===== config.mk =====
export PLATFORM = sky130hd
export DESIGN_NAME = seven_seg_scanner
export DESIGN_NICKNAME = d
export VERILOG_FILES = /design/src/rtl/seven_seg_scanner.sv
export SDC_FILE = /design/constraint.sdc
export NUM_CORES = 1
export LEC_CHECK = 0
export CAP_MARGIN = 40
export CORE_ASPECT_RATIO = 0.7
export CORE_UTILIZATION = 35
export CTS_BUF_LIST = sky130_fd_sc_hd__clkbuf_2 sky130_fd_sc_hd__clkbuf_4 sky130_fd_sc_hd__clkbuf_8
export DETAILED_ROUTE_END_ITERATION = 7
export SLEW_MARGIN = 20
export SYNTH_ARGS = -nofsm -noshare
export SYNTH_HDL_FRONTEND = slang
export SYNTH_SLANG_ARGS = --single-unit

===== constraint.sdc =====
create_clock -name clk -period 2.3 [get_ports clk]
set_input_delay 0.345 -clock clk [delete_from_list [all_inputs] [get_ports clk]]
set_output_delay 0.345 -clock clk [all_outputs]
set_load 0.005 [all_outputs]

===== src/rtl/seven_seg_scanner.sv =====
// Multiplexed hex seven-segment scanner with frame-synchronous display updates.
// Optional decimal-point support is enabled by defining SEVEN_SEG_DP_EN.
module seven_seg_scanner #(
  parameter int DIGITS      = 4,
  parameter int REFRESH_DIV = 50000
) (
  input  logic                clk,
  input  logic                rst_l,
  input  logic [4*DIGITS-1:0] value,
  input  logic [DIGITS-1:0]   blank_mask,
  input  logic                load,
  input  logic                lz_blank,
`ifdef SEVEN_SEG_DP_EN
  input  logic [DIGITS-1:0]   dp,
  output logic                dp_n,
`endif
  output logic [6:0]          seg,
  output logic [DIGITS-1:0]   an,
  output logic                update_pending,
  output logic                frame_done
);

  localparam int DIV_W = (REFRESH_DIV > 1) ? $clog2(REFRESH_DIV) : 1;
  localparam int IDX_W = (DIGITS > 1) ? $clog2(DIGITS) : 1;
  localparam logic [DIV_W-1:0] DIV_LAST = DIV_W'(REFRESH_DIV - 1);
  localparam logic [IDX_W-1:0] IDX_LAST = IDX_W'(DIGITS - 1);

  logic [DIV_W-1:0]    div_cnt;
  logic [IDX_W-1:0]    idx;
  logic [4*DIGITS-1:0] pend_value;
  logic [DIGITS-1:0]   pend_mask;
  logic [4*DIGITS-1:0] disp_value;
  logic [DIGITS-1:0]   disp_mask;

  logic                div_tc;
  logic                frame_edge;
  logic                take_input;
  logic                take_pend;

  logic [DIGITS:0]     zero_from;
  logic [3:0]          cur_nib;
  logic                cur_masked;
  logic                cur_lead_zero;
  logic                cur_dark;

`ifdef SEVEN_SEG_DP_EN
  logic [DIGITS-1:0]   pend_dp;
  logic [DIGITS-1:0]   disp_dp;
  logic                cur_dp;
`endif

  function automatic logic [6:0] hex_to_seg(input logic [3:0] nib);
    case (nib)
      4'h0: hex_to_seg = 7'h40;
      4'h1: hex_to_seg = 7'h79;
      4'h2: hex_to_seg = 7'h24;
      4'h3: hex_to_seg = 7'h30;
      4'h4: hex_to_seg = 7'h19;
      4'h5: hex_to_seg = 7'h12;
      4'h6: hex_to_seg = 7'h02;
      4'h7: hex_to_seg = 7'h78;
      4'h8: hex_to_seg = 7'h00;
      4'h9: hex_to_seg = 7'h10;
      4'hA: hex_to_seg = 7'h08;
      4'hB: hex_to_seg = 7'h03;
      4'hC: hex_to_seg = 7'h46;
      4'hD: hex_to_seg = 7'h21;
      4'hE: hex_to_seg = 7'h06;
      default: hex_to_seg = 7'h0E;
    endcase
  endfunction

  assign div_tc     = (div_cnt == DIV_LAST);
  assign frame_edge = div_tc && (idx == IDX_LAST);
  assign take_input = frame_edge && load;
  assign take_pend  = frame_edge && !load && update_pending;

  always_ff @(posedge clk) begin
    if (!rst_l) begin
      div_cnt    <= '0;
      idx        <= '0;
      frame_done <= 1'b0;
    end else begin
      frame_done <= frame_edge;
      if (div_tc) begin
        div_cnt <= '0;
        idx     <= frame_edge ? '0 : idx + 1'b1;
      end else begin
        div_cnt <= div_cnt + 1'b1;
      end
    end
  end

  // A load landing on the frame edge bypasses pending and goes straight to display.
  always_ff @(posedge clk) begin
    if (!rst_l) begin
      pend_value     <= '0;
      pend_mask      <= '0;
      disp_value     <= '0;
      disp_mask      <= '0;
      update_pending <= 1'b0;
    end else begin
      if (load) begin
        pend_value <= value;
        pend_mask  <= blank_mask;
      end
      if (take_input) begin
        disp_value     <= value;
        disp_mask      <= blank_mask;
        update_pending <= 1'b0;
      end else if (take_pend) begin
        disp_value     <= pend_value;
        disp_mask      <= pend_mask;
        update_pending <= 1'b0;
      end else if (load) begin
        update_pending <= 1'b1;
      end
    end
  end

`ifdef SEVEN_SEG_DP_EN
  always_ff @(posedge clk) begin
    if (!rst_l) begin
      pend_dp <= '0;
      disp_dp <= '0;
    end else begin
      if (load) begin
        pend_dp <= dp;
      end
      if (take_input) begin
        disp_dp <= dp;
      end else if (take_pend) begin
        disp_dp <= pend_dp;
      end
    end
  end
`endif

  // zero_from[i] is set when nibble i and every nibble above it are zero.
  always_comb begin
    zero_from         = '0;
    zero_from[DIGITS] = 1'b1;
    for (int i = DIGITS - 1; i >= 0; i--) begin
      zero_from[i] = zero_from[i+1] && (disp_value[4*i +: 4] == 4'h0);
    end
  end

  always_comb begin
    cur_nib       = 4'h0;
    cur_masked    = 1'b0;
    cur_lead_zero = 1'b0;
`ifdef SEVEN_SEG_DP_EN
    cur_dp        = 1'b0;
`endif
    for (int i = 0; i < DIGITS; i++) begin
      if (idx == IDX_W'(i)) begin
        cur_nib       = disp_value[4*i +: 4];
        cur_masked    = disp_mask[i];
        cur_lead_zero = (i != 0) && zero_from[i];
`ifdef SEVEN_SEG_DP_EN
        cur_dp        = disp_dp[i];
`endif
      end
    end
  end

  assign cur_dark = cur_masked || (lz_blank && cur_lead_zero);

  always_ff @(posedge clk) begin
    if (!rst_l) begin
      seg <= 7'h7F;
      an  <= '1;
    end else begin
      seg <= cur_dark ? 7'h7F : hex_to_seg(cur_nib);
      an  <= ~(DIGITS'(1) << idx);
    end
  end

`ifdef SEVEN_SEG_DP_EN
  always_ff @(posedge clk) begin
    if (!rst_l) begin
      dp_n <= 1'b1;
    end else begin
      dp_n <= cur_dark ? 1'b1 : ~cur_dp;
    end
  end
`endif

endmodule


==> impl_results.md <==
- Cell Rows: 28
- M1 WL: 3.443 mm
- Setup crit end kind: flip-flop
- Initial DRC Count: 129
- Startpoint Class: flip-flop
- Seq/Total Area, Yosys: 44.99%
- Routed wire per std cell: 12.80 µm
- Buffers & Inverters on Critical Path: 2
- Arrival @ worst endpoint: 2.39 ns
- Post-CTS setup buffer count: 0
- Final period utilization: 92.73%
- Inst Count DP: 488
- Die outline area: 0.009417 mm²
- Top Family by Delay on Critical Path: compound AO/OA/AOI/OAI gates
- Max VDD drop: 296.9 µV
- GRT Total Usage: 15.17%
- Fmax: 468.9 MHz
- Number of synthesized flops with an enable pin: 0
- PortBufs: 36
- Net switching power figure: 527.0 µW
- Final setup fails: 0
- Slew Viols, Final: 0
- Status: finished clean
- Part of the power in registers: 54.3%
- Synth Register Bits: 71
- Max Cap Viol: 0
- Non-filler cells, final: 502
- Sw frac: 22.42%
- Area delta synth->final: 23.05%
- Synth Warn #: 0
- Die span in y: 81.49 µm
- Worst endpoint required time: 2.55 ns
- Ys flop type: dfxtp_1
- Number of global-route vias before repair: 2229
- Net count after synthesis: 370
- Post-cts hold buffer count: 0
- Fin. Hold Viols: 0
- Period minus WS final: 2.133 ns
- Hold/Removal Path Class: flip-flop to flip-flop
- Hpwl dp: 4.742 mm
- Post-CTS sizing: 0
- Pwr dens: 604.6 mW/mm²
- Sum of negative setup slack: 0 ns
- Mean Syn Cell Area: 9.431 µm²
- Max_slew headroom: 59.54%
- CTS Buf Count: 9
- Post-synthesis cell area: 0.003159 mm²
- Crit path kind: flip-flop to flip-flop
- First drt pass iteration count: 4
- N_diodes: 0
- WL met2: 2.502 mm
- Highest routed layer: met4
- Worst slew pin tran: 0.6013 ns
- Total grt overflow: 0
- H-tree lvl count: 3
- CTS tree: yes
- Share of flip-flops with an asynchronous set or reset after synthesis: 0%
- Initial antenna violation count: 0
- Vias: 2376
- Clock Path Buffers: 2
- Distinct cell type count after synthesis: 40
- Wire length of the first global-routing pass: 10.76 mm
- # DRC: 0
- Die width: 115.6 µm
- Met3 WL: 342 µm
- Power share of the combinational group: 7.5%
- Most common cell after layout, fill and taps aside: dfxtp_1
- Total wire length: 6.427 mm
- DR vias/cell: 4.733
- RD Place Congestion: 0.8322
- Unrepaired setup endpoints after global routing: false
- Initial core utilization: 36.66%
- Mapped Cells: 335
- Crit-path slowest cell: dfxtp_1
- Setup WS pre-CTS: 0.08396 ns
- Final net count: 414
- Root Driver: clkbuf_8
- Setup WS post-layout: 0.1672 ns
- Clock-pin slew on the worst setup and hold paths: 0.07 ns
- Clock power frac: 38.1%
- CP cell instances: inv_1, ha_2, a21oi_1, o21ai_0, a22oi_1, inv_1, ha_1, mux2_2, a22oi_1, nand2_1
- Sink Count: 71
- Commonest non-fill, non-tap cells in the layout: 70 x dfxtp_1, 61 x nor2_1, 36 x clkdlybuf4s50_1, 23 x mux2i_1, 18 x buf_4
- Fraction of layout cells with a size suffix above 1: 13.35%
- Top Ports: 37
- Skew-Pair Late Insertion Delay: 0.36 ns
- Lkg Pwr: 0.001496 µW
- Fillers: 877
- Internal: 1823 µW
- Final antenna-violating net count: 0
- Largest net degree at the start of global routing: 33
- Crit Path Max Fanout: 8
- Core ar.: 0.008618 mm²
- CP peak stage delay: 0.39 ns
- Clock Skew: 0.01018 ns
-- worst paths after layout --
path	start	end	slack (ns)	cells after the start
setup reg to reg	idx[1]$_SDFFE_PN0P_	seg[6]$_SDFF_PP1_	0.17	10
hold / removal	div_cnt[0]$_SDFF_PP0_	div_cnt[0]$_SDFF_PP0_	0.46	1
hold reg to reg	div_cnt[0]$_SDFF_PP0_	div_cnt[0]$_SDFF_PP0_	0.46	1
setup / recovery	idx[1]$_SDFFE_PN0P_	seg[6]$_SDFF_PP1_	0.17	10
-- logic make-up after synthesis --
group / after synthesis / share of synthesized area, %
adder cells (fa/ha/maj): 11 / 4.356
flip-flops: 71 / 44.99
AND/OR/NAND/NOR: 125 / 19.05
buffers and inverters: 30 / 4.990
AO/OA/AOI/OAI: 58 / 14.38
multiplexers: 26 / 8.356
XOR/XNOR: 14 / 3.881
-- per-stage QoR --
stage,hold WS [ns],area [µm²],total power [µW],util [%]
finish,0.4563,3887,2350,45.11
global route,0.5064,3887,2449,45.11
CTS,0.4656,3869,2389,44.89
detailed placement,0.4493,3697,1483,42.90
global placement,0.4433,3690,1479,42.81
floorplan,0.4297,3159,1394,-
-- final cells by class --
type / instances / area, µm² / share of cell area (%)
Sequential cell: 71 / 1423 / 36.59
Inverter: 8 / 30.03 / 0.7724
Clock buffer: 13 / 166.4 / 4.281
Tap cell: 120 / 150.1 / 3.862
Multi-Input combinational cell: 234 / 1598 / 41.10
Timing Repair Buffer: 55 / 515.5 / 13.26
Clock inverter: 1 / 5.005 / 0.1287
-- power by group through the flow --
stage	Clock (µW)	Combinational [µW]	Sequential (µW)
3_3_place_gp	0	176	1300
4_1_cts	933	180	1280
3_5_place_dp	0	179	1300
2_1_floorplan	0	90.8	1300
6_report	897	177	1280
5_1_grt	973	196	1280
-- flip-flops by register name, indices dropped and copies added (netlist names) --
register / count
disp_value: 16
div_cnt: 16
pend_value: 16
seg: 7
an: 4
disp_mask: 4
pend_mask: 4
idx: 2
frame_done: 1
update_pending: 1
-- routing by layer --
layer / global-route usage [%] / vias to the layer above
met5: 0 / -
met3: 5.018 / 13
met4: 7.922 / 0
met1: 20.44 / 1053
met2: 21.44 / 50
li1: - / 1260
-- Yosys cell counts (2+ instances only) --
cell / count / area share, %
mux2_2: 3 / 1.1
nor3b_1: 5 / 1.2
buf_2: 8 / 1.3
a22oi_1: 15 / 3.6
nand3_1: 11 / 1.7
buf_4: 3 / 0.71
xor2_1: 6 / 1.7
xnor2_1: 8 / 2.2
o211ai_1: 4 / 0.95
a211oi_2: 4 / 1.6
nor4_1: 4 / 0.79
dfxtp_1: 71 / 45
nor2_2: 3 / 0.59
or2_2: 2 / 0.40
clkbuf_1: 9 / 1.1
and4_1: 2 / 0.55
mux2i_1: 23 / 7.3
nor2_1: 61 / 7.2
o21ai_0: 2 / 0.32
nand3b_1: 5 / 1.2
inv_1: 7 / 0.83
a21oi_1: 6 / 0.95
and3_1: 5 / 0.99
nand2b_1: 3 / 0.59
a22o_1: 13 / 3.6
a211oi_1: 9 / 2.1
nand2_1: 16 / 1.9
a211o_1: 2 / 0.55
nor2b_1: 4 / 0.79
ha_1: 11 / 4.4
Note: power is estimated with default switching activity, not from simulation.
